[src/rtl/arbitro_ram64_pkg.sv]
// rtl/arbitro_ram64_pkg.sv - shared state encodings and width constants for arbitro_ram64
package arbitro_ram64_pkg;

  localparam int LARGURA_PADRAO  = 16;
  localparam int END_BITS_PADRAO = 6;
  localparam int PALAVRAS_PADRAO = 1 << END_BITS_PADRAO;

  typedef enum logic [1:0] {
    OCIOSO   = 2'd0,
    ACESSO   = 2'd1,
    RESPOSTA = 2'd2
  } estado_t;

endpackage

[src/rtl/arbitro_ram64_if.sv]
// rtl/arbitro_ram64_if.sv - request/ack bus between the two masters and arbitro_ram64
interface arbitro_ram64_if
  import arbitro_ram64_pkg::*;
#(
  parameter int LARGURA  = LARGURA_PADRAO,
  parameter int END_BITS = END_BITS_PADRAO
);

  logic                req0;
  logic                req1;
  logic                we0;
  logic                we1;
  logic [END_BITS-1:0] end0;
  logic [END_BITS-1:0] end1;
  logic [LARGURA-1:0]  din0;
  logic [LARGURA-1:0]  din1;
  logic                ack0;
  logic                ack1;
  logic [LARGURA-1:0]  dout0;
  logic [LARGURA-1:0]  dout1;
  logic                ocupado;

  modport master (
    output req0, req1, we0, we1, end0, end1, din0, din1,
    input  ack0, ack1, dout0, dout1, ocupado
  );

  modport slave (
    input  req0, req1, we0, we1, end0, end1, din0, din1,
    output ack0, ack1, dout0, dout1, ocupado
  );

endinterface

[src/rtl/minha_ram64.sv]
// rtl/minha_ram64.sv - single-port RAM, synchronous write and combinational read, no reset
module minha_ram64 #(
  parameter int LARGURA  = 16,
  parameter int END_BITS = 6
) (
  input  logic                clock,
  input  logic                controle_write,
  input  logic [END_BITS-1:0] endereco,
  input  logic [LARGURA-1:0]  dados_entrada,
  output logic [LARGURA-1:0]  dados_saida
);

  logic [LARGURA-1:0] mem [1 << END_BITS];

  always_ff @(posedge clock) begin
    if (controle_write) begin
      mem[endereco] <= dados_entrada;
    end
  end

  assign dados_saida = mem[endereco];

endmodule

[src/rtl/arbitro_ram64.sv]
// rtl/arbitro_ram64.sv - two-master round-robin arbiter sequencing accesses onto minha_ram64
module arbitro_ram64
  import arbitro_ram64_pkg::*;
#(
  parameter int LARGURA  = LARGURA_PADRAO,
  parameter int END_BITS = END_BITS_PADRAO
) (
  input  logic          clock_principal,
  input  logic          reset,
  arbitro_ram64_if.slave bus
);

  estado_t             estado;
  estado_t             prox_estado;
  logic                prio;
  logic                conceder;
  logic                ind_escolhido;
  logic                g_ind;
  logic                g_we;
  logic [END_BITS-1:0] g_end;
  logic [LARGURA-1:0]  g_din;
  logic                controle_write;
  logic [LARGURA-1:0]  ram_q;
  logic                ack0_r;
  logic                ack1_r;
  logic [LARGURA-1:0]  dout0_r;
  logic [LARGURA-1:0]  dout1_r;

  always_ff @(posedge clock_principal or posedge reset) begin
    if (reset) begin
      estado <= OCIOSO;
    end else begin
      estado <= prox_estado;
    end
  end

  always_comb begin
    prox_estado   = estado;
    conceder      = 1'b0;
    ind_escolhido = 1'b0;
    // prio only breaks ties; a lone request wins regardless of the pointer
    if (bus.req0 && bus.req1) begin
      ind_escolhido = prio;
    end else begin
      ind_escolhido = bus.req1;
    end
    case (estado)
      OCIOSO: begin
        if (bus.req0 || bus.req1) begin
          conceder    = 1'b1;
          prox_estado = ACESSO;
        end
      end
      ACESSO:   prox_estado = RESPOSTA;
      RESPOSTA: prox_estado = OCIOSO;
      default:  prox_estado = OCIOSO;
    endcase
  end

  // Request fields are frozen at grant so later changes by the master cannot leak into the access
  always_ff @(posedge clock_principal or posedge reset) begin
    if (reset) begin
      g_ind <= 1'b0;
      g_we  <= 1'b0;
      g_end <= '0;
      g_din <= '0;
    end else if (conceder) begin
      g_ind <= ind_escolhido;
      g_we  <= ind_escolhido ? bus.we1  : bus.we0;
      g_end <= ind_escolhido ? bus.end1 : bus.end0;
      g_din <= ind_escolhido ? bus.din1 : bus.din0;
    end
  end

  always_ff @(posedge clock_principal or posedge reset) begin
    if (reset) begin
      prio    <= 1'b0;
      ack0_r  <= 1'b0;
      ack1_r  <= 1'b0;
      dout0_r <= '0;
      dout1_r <= '0;
    end else begin
      ack0_r <= 1'b0;
      ack1_r <= 1'b0;
      if (estado == ACESSO) begin
        prio   <= ~g_ind;
        ack0_r <= ~g_ind;
        ack1_r <= g_ind;
        if (!g_we) begin
          if (g_ind) begin
            dout1_r <= ram_q;
          end else begin
            dout0_r <= ram_q;
          end
        end
      end
    end
  end

  // Decoded from the state register so an asynchronous reset removes the write at once
  assign controle_write = (estado == ACESSO) && g_we;

  minha_ram64 #(
    .LARGURA  (LARGURA),
    .END_BITS (END_BITS)
  ) u_ram (
    .clock          (clock_principal),
    .controle_write (controle_write),
    .endereco       (g_end),
    .dados_entrada  (g_din),
    .dados_saida    (ram_q)
  );

  assign bus.ack0    = ack0_r;
  assign bus.ack1    = ack1_r;
  assign bus.dout0   = dout0_r;
  assign bus.dout1   = dout1_r;
  assign bus.ocupado = (estado != OCIOSO);

endmodule
[src/flat_wrapper.sv]
// flat-port wrapper written by rule: the top's interface ports become plain ports
module arbitro_ram64_flat import arbitro_ram64_pkg::*;
#(
  parameter int LARGURA  = LARGURA_PADRAO,
  parameter int END_BITS = END_BITS_PADRAO
)
  (clock_principal, reset, bus_req0, bus_req1, bus_we0, bus_we1, bus_end0, bus_end1, bus_din0, bus_din1, bus_ack0, bus_ack1, bus_dout0, bus_dout1, bus_ocupado);
  arbitro_ram64_if #(.LARGURA(LARGURA), .END_BITS(END_BITS)) bus_i ();
  input  logic clock_principal;
  input  logic reset;
  input wire logic [$bits(bus_i.req0)-1:0] bus_req0;
  input wire logic [$bits(bus_i.req1)-1:0] bus_req1;
  input wire logic [$bits(bus_i.we0)-1:0] bus_we0;
  input wire logic [$bits(bus_i.we1)-1:0] bus_we1;
  input wire logic [$bits(bus_i.end0)-1:0] bus_end0;
  input wire logic [$bits(bus_i.end1)-1:0] bus_end1;
  input wire logic [$bits(bus_i.din0)-1:0] bus_din0;
  input wire logic [$bits(bus_i.din1)-1:0] bus_din1;
  output wire logic [$bits(bus_i.ack0)-1:0] bus_ack0;
  output wire logic [$bits(bus_i.ack1)-1:0] bus_ack1;
  output wire logic [$bits(bus_i.dout0)-1:0] bus_dout0;
  output wire logic [$bits(bus_i.dout1)-1:0] bus_dout1;
  output wire logic [$bits(bus_i.ocupado)-1:0] bus_ocupado;
  assign bus_i.req0 = bus_req0;
  assign bus_i.req1 = bus_req1;
  assign bus_i.we0 = bus_we0;
  assign bus_i.we1 = bus_we1;
  assign bus_i.end0 = bus_end0;
  assign bus_i.end1 = bus_end1;
  assign bus_i.din0 = bus_din0;
  assign bus_i.din1 = bus_din1;
  assign bus_ack0 = bus_i.ack0;
  assign bus_ack1 = bus_i.ack1;
  assign bus_dout0 = bus_i.dout0;
  assign bus_dout1 = bus_i.dout1;
  assign bus_ocupado = bus_i.ocupado;
  arbitro_ram64 #(.LARGURA(LARGURA), .END_BITS(END_BITS)) u_core (.clock_principal(clock_principal), .reset(reset), .bus(bus_i));
endmodule
[config.mk]
export PLATFORM = sky130hd
export DESIGN_NAME = arbitro_ram64_flat
export DESIGN_NICKNAME = d
export VERILOG_FILES = /design/src/rtl/arbitro_ram64_pkg.sv /design/src/rtl/arbitro_ram64_if.sv /design/src/rtl/minha_ram64.sv /design/src/rtl/arbitro_ram64.sv /design/src/flat_wrapper.sv
export SDC_FILE = /design/constraint.sdc
export NUM_CORES = 1
export LEC_CHECK = 0
export BUFFER_PORTS_ARGS = -buffer_cell sky130_fd_sc_hd__buf_2
export CAP_MARGIN = 20
export CORE_ASPECT_RATIO = 1.75
export CORE_UTILIZATION = 50
export DETAILED_ROUTE_END_ITERATION = 10
export GPL_TIMING_DRIVEN = 1
export PLACE_DENSITY_LB_ADDON = 0.12
export SLEW_MARGIN = 20
export SYNTH_ARGS = -nofsm -noshare
export SYNTH_HDL_FRONTEND = slang
export SYNTH_SLANG_ARGS = --single-unit
[constraint.sdc]
create_clock -name clock_principal -period 3.75 [get_ports clock_principal]
set_input_delay 0.375 -clock clock_principal [delete_from_list [all_inputs] [get_ports clock_principal]]
set_output_delay 0.375 -clock clock_principal [all_outputs]
set_load 0.01 [all_outputs]
==> results of run 1 <==
-- final timing paths --
path                            startpoint              endpoint  slack (ns)  depth (start not counted)
min                           bus_din0[15]      u_core.g_din[15]        0.02                          3
max reg2reg                u_core.g_end[2]  u_core.bus.dout0[12]        0.31                          7
max                        u_core.g_end[2]  u_core.bus.dout0[12]        0.31                          7
max in group asynchronous            reset  u_core.bus.dout1[14]        2.38                          4
min reg2reg                   u_core.g_ind       u_core.bus.ack0        0.51                          1
min in group asynchronous            reset       u_core.g_end[0]        0.43                          3
-- metrics by stage --
stage                util  setup WS (ns)  power, W
finish              0.579          0.311    0.0401
global route        0.579          0.241    0.0411
CTS                 0.579          0.348    0.0400
detailed placement  0.539          0.370    0.0304
global placement    0.539          0.416    0.0302
floorplan               -           1.13    0.0236
-- flip-flops by register name, summed over array words and instances, names as in the netlist, 2 cells and up --
signal / cells
u_core.g_din: 16
u_core.g_end: 6
u_core.estado: 2
u_core.u_ram.mem: 1024
u_core.bus.dout1: 16
u_core.bus.dout0: 16
-- power by group through the flow --
| stage | Sequential, W | Combinational [W] | Clock, W |
|---|---|---|---|
| finish | 0.0175 | 0.0130 | 0.00974 |
| global route | 0.0175 | 0.0133 | 0.0103 |
| CTS | 0.0174 | 0.0128 | 0.00984 |
| detailed placement | 0.0177 | 0.0127 | 0 |
| global placement | 0.0176 | 0.0126 | 0 |
| floorplan | 0.0167 | 0.00681 | 0 |
-- cell families (layout without fill, tap and decap cells) --
kind of cell    after synthesis  count (layout)  share of synthesized area
flops                      1085            1085                      0.762
simple gates                311             311                     0.0356
mux                         259             259                     0.0667
other cells                   0               2                          0
compound gates              610             610                      0.110
buf+inv                     210             515                     0.0255
-- routing by layer --
metal,GRT usage,vias to the layer above,wire length (um)
li1,-,10500,-
met1,0.372,13000,47300
met2,0.522,1413,66000
met3,0.0602,326,11200
met4,0.175,6,8180
met5,0,-,39
-- worst min-delay path: stages --
cell and delay, ns:
buf_2 0.08, mux2i_1 0.08, a21oi_1 0.14
-- placed cells by master, fill, tap and decap left out, drive strengths merged, types with 13 or more instances in the layout --
master       count
a21oi           63
a221o           13
a221oi         121
a22o            34
a22oi           88
a32o            14
a32oi           27
and2            22
buf            288
clkbuf         117
clkinv          42
dfrtp           61
dlygate4sd3     30
edfxtp        1024
inv             27
mux2            58
mux2i          189
nand2           54
nand3           15
nor2           146
nor2b           24
o211ai          25
o21ai           38
o22a            26
o22ai           69
o31ai           14
o32ai           18
-- area by class of cell --
type / count / area share
antenna: 2 / 0.000104
clock buffer: 117 / 0.0526
clock inverter: 54 / 0.0101
inverter: 26 / 0.00202
multi-input combinational: 1180 / 0.188
sequential: 1085 / 0.668
tap: 1065 / 0.0276
timing repair buffer: 318 / 0.0515
-- repair_timing --
action	CTS	global route
setup buffers	0	0
endpoints found under the hold margin	46	0
endpoints found under the setup margin	0	0
hold buffers	30	0
==> results.cfg, run 1 <==
[outcome]
outcome = completed

[timing]
clock.fmax_mhz = 291
final.setup.tns_ns = 0
clock_skew_ns = 0.0393
setup_violations = 0
finalCriticalPeriod_ns = 3.44
hold_ws_ns = 0.0241
post-route-period-util = 0.917
rsz0062_at_grt = false
tightest_slew_ns = 1.19
finalHoldViolations = 0
slew_headroom = 0.208
final_max_slew_viol_count = 0

[power_and_ir_drop]
power.share.clock = 0.243
power.density_mw_per_mm2 = 830
pwr-share-seq = 0.435
switching_share = 0.376
comb_power_share = 0.323
p_leak_nw = 16.3
vdd_drop_max_v = 0.000639
p_switching_w = 0.0151
intPower_w = 0.0250

[clocking]
cts_tree = done
cts_buffer_depth = 3
numCtsBuffers = 94
clkSinkCount = 1085
cts_max_level = 3
cts_root_buf = clkbuf_16
cts_resized = 0
clock_latency_ns = 0.71
path_clk_slew_ns = 0.07

[cells_and_area]
seq_area_mm2 = 0.0323
layout.nets = 2755
area_growth_pct = 14.1
drive_above_1_share = 0.197
fin_cells = 3847
final_area_mm2 = 0.0484
multi_input_area_mm2 = 0.00908
nFillCells = 6294

[synthesis]
synth_area_mm2 = 0.0424
async_flop_share = 0.0562
synth_edf_count = 1024
yosys-top-cells-count = edfxtp_1, mux2i_1, nor2_1
yosys.area.top_type = edfxtp_1
ys_ff_latch = 1085
yosys_warnings = 0
ys.flop_type = edfxtp_1
yosysSeqAreaShare = 0.762
synth_top_area_frac = 0.726
syn_nets = 2525
yosysMostFrequentCell = edfxtp_1
yosysUniqueCellTypes = 67
postSynthCellCount = 2475
avgSynthCellArea_um2 = 17.1
synth.area.top_cells = edfxtp_1, mux2i_1, dfrtp_1, a221oi_1, a22oi_1

[drt]
drc_errors = 0
wirelength_um = 133000
vias_per_cell = 6.58
drtIter0Drc = 3258
wire_per_inst_um = 34.5
firstDrtPassIters = 7
route.vias.total = 25300
antenna_left = 0

[grt]
grt_pass1_wl_um = 187000
grt_start_max_net_pins = 92
track_usage = 0.310
grt.overflow.total = 0
grt_pass1_vias = 25300
antenna_found_initial = 5

[worst_setup_path]
cp_top_family = compound AO/OA/AOI/OAI gates
worstSetupPathType = flop to flop
cpMostUsedCell = mux2_2
startpoint_type = flop
critPathMaxStageDelay_ns = 0.72
crit_slowest_cell = dfrtp_4
crit_chain = buf_4, mux2_2, a221oi_1, o22ai_1, a22oi_1, nand4_1, mux2_2
cp-end-kind = flop
worst-path-max-fanout = 34
critPathArrivalTime_ns = 4.02
required_ns = 4.33
crit_buf_inv = 1

[place]
dp.cells = 3644
post-dp-hpwl_um = 84100
postPlaceCellArea_mm2 = 0.0450
gp_congestion = 0.932
port_buffers = 84

[floorplanning]
ios = 85
core-area_mm2 = 0.0836
initial_core_util = 0.507
rows = 140
die_h_um = 387
die_x_um = 222
die-area_mm2 = 0.0859

[job]
cap_violations = 0

[min_path]
hold_path.class = input port to flop
(Power assumes the default switching activity.)
==> inputs of run 2 (changes only) <==
--- a/config.mk
+++ b/config.mk
@@ -11,7 +11,7 @@
 export CORE_UTILIZATION = 50
 export DETAILED_ROUTE_END_ITERATION = 10
 export GPL_TIMING_DRIVEN = 1
-export PLACE_DENSITY_LB_ADDON = 0.12
+export PLACE_DENSITY = 0.74
 export SLEW_MARGIN = 20
 export SYNTH_ARGS = -nofsm -noshare
 export SYNTH_HDL_FRONTEND = slang
==> run 2 against run 1 <==
  * Maximum frequency shrank 11%
  * Setup slack got worse by 0.42 ns
  * Utilization down 0.055 points
  * Register-to-register slack got worse by 0.42 ns
  * First-iteration DRC count up 13%
  * Non-clock buffer count unchanged
  * Flip-flop and latch count unchanged
  * The flow now finishes with violations (negative setup slack)
  * Combinational power barely moved
  * Clock-buffer cell count is 17 lower
  * Final area barely moved
  * Via count is 3.6% higher
==> results.cfg, run 2 (synthesized netlist as in run 1, its figures left out) <==
[power_and_ir_drop]
pwr-share-seq = 0.429
comb_power_share = 0.327
p_leak_nw = 16.3
p_switching_w = 0.0151
power.share.clock = 0.243
vdd_drop_max_v = 0.000579
intPower_w = 0.0251
switching_share = 0.376
power.density_mw_per_mm2 = 832

[worst_setup_path]
crit_slowest_cell = o31ai_1
crit_end = u_core.bus.dout0[14]
worstSetupPathType = flop to flop
crit_chain = nand2b_1, o22ai_1, o31ai_1, o2111ai_1, nor4b_2, a21oi_1
cp-end-kind = flop
critPathMaxStageDelay_ns = 1.00
reg2reg_to = u_core.bus.dout0[14]
critPathArrivalTime_ns = 4.39
crit_cells = 6
worstSetupStartpoint = u_core.g_end[2]
required_ns = 4.28
crit_buf_inv = 0
startpoint_type = flop
r2r_cells = 6
r2r_start = u_core.g_end[2]
rrSetupSlack_ns = -0.11
cp_top_family = compound AO/OA/AOI/OAI gates
worst-path-max-fanout = 26

[drt]
firstDrtPassIters = 8
vias_per_cell = 6.83
wl_met1_um = 42800
drtIter0Drc = 3684
wirelength_um = 132000
highest_layer = met5
antenna_left = 0
met2_length_um = 64100
wire_per_inst_um = 34.3
drc_errors = 0
route.vias.total = 26200
met3_length_um = 14100

[place]
dp.cells = 3656
place_ws_ns = 0.440
postPlaceCellArea_mm2 = 0.0451
gp_congestion = 0.991
post-dp-hpwl_um = 84300
port_buffers = 84

[timing]
post-route-period-util = 1.03
setup_violations = 2
finalCriticalPeriod_ns = 3.86
slew_headroom = 0.168
final.setup.tns_ns = -0.224
rsz0062_at_grt = false
fin_ws_ns = -0.112
tightest_slew_ns = 1.25
final_max_slew_viol_count = 0
clock_skew_ns = 0.0290
finalHoldViolations = 0
clock.fmax_mhz = 259

[floorplanning]
ios = 85
core-area_mm2 = 0.0836
die_x_um = 222
die-area_mm2 = 0.0859
initial_core_util = 0.507
rows = 140
die_h_um = 387

[clocking]
cts_max_level = 3
clkSinkCount = 1085
cts_buffer_depth = 3
numCtsBuffers = 87
cts_resized = 0
cts_root_buf = clkbuf_16
clock_latency_ns = 0.69
cts_tree = done
path_clk_slew_ns = 0.07

[grt]
antenna_found_initial = 4
grt.overflow.total = 0
track_usage = 0.305
grt_pass1_wl_um = 186000
grt_pass1_vias = 25700
grt_start_max_net_pins = 66

[cells_and_area]
area_growth_pct = 14.0
layout.nets = 2748
layout_common_cells = edfxtp_1, buf_4, mux2i_1
top_register = u_core.u_ram.mem
fin_cells = 3838
largest_reg_flops = 1024
drive_above_1_share = 0.203
final_area_mm2 = 0.0483
fin_util = 0.578
layout_commonest_cell = edfxtp_1
nFillCells = 5990

[min_path]
hold_path.class = input port to flop

[outcome]
outcome = finished with violations
violations = negative setup slack

[job]
cap_violations = 0
run 2: layer usage:
metal  GRT usage  vias to the layer above
li1            -                    10500
met3      0.0639                      474
met5    0.000566                        -
met1       0.356                    13200
met2       0.502                     2039
met4       0.219                        2
run 2: worst min-delay path: stages:
cell and delay, ns:
buf_2 0.07, mux2i_1 0.06, a21oi_1 0.14
run 2: layout make-up:
type,count,area (um2),share of cell area
antenna,2,5.00,0.000104
clock buffer,100,2360,0.0489
inverter,26,97.6,0.00202
tap,1065,1330,0.0276
clock inverter,62,661,0.0137
multi-input combinational,1180,9070,0.188
timing repair buffer,318,2460,0.0509
sequential,1085,32300,0.669
run 2: what timing repair did:
item / 4_1_cts / 5_1_grt
buffers inserted: 0 / 0
hold endpoints to repair: 39 / 0
hold buffers: 18 / 0
run 2: through the flow:
step | hold WS [ns] | power [W]
floorplan | 0.442 | 0.0236
global route | 0.0303 | 0.0409
finish | 0.0217 | 0.0402
detailed placement | 0.497 | 0.0300
global placement | 0.483 | 0.0297
CTS | 0.000530 | 0.0396
run 2: worst min path at each step:
| stage | to | cells past startpoint | start | slack, ns |
|---|---|---|---|---|
| final | u_core.g_din[11] | 3 | bus_din1[11] | 0.02 |
| after global routing | u_core.g_din[7] | 3 | bus_din1[7] | 0.03 |
| after CTS | u_core.g_din[11] | 3 | bus_din1[11] | 0.0005 |
| after detailed placement | u_core.bus.dout1[9] | 1 | u_core.bus.dout1[9] | 0.50 |
| after global placement | u_core.bus.ack0 | 1 | u_core.g_ind | 0.48 |
| after floorplan | u_core.bus.ack0 | 1 | u_core.g_ind | 0.44 |
run 2: power by group through the flow:
| stage | Sequential, W | Combinational [W] | Clock [W] |
|---|---|---|---|
| 2_1_floorplan | 0.0167 | 0.00681 | 0 |
| 3_3_place_gp | 0.0173 | 0.0124 | 0 |
| 3_5_place_dp | 0.0174 | 0.0126 | 0 |
| 4_1_cts | 0.0172 | 0.0127 | 0.00979 |
| 5_1_grt | 0.0173 | 0.0134 | 0.0102 |
| 6_report | 0.0173 | 0.0132 | 0.00977 |
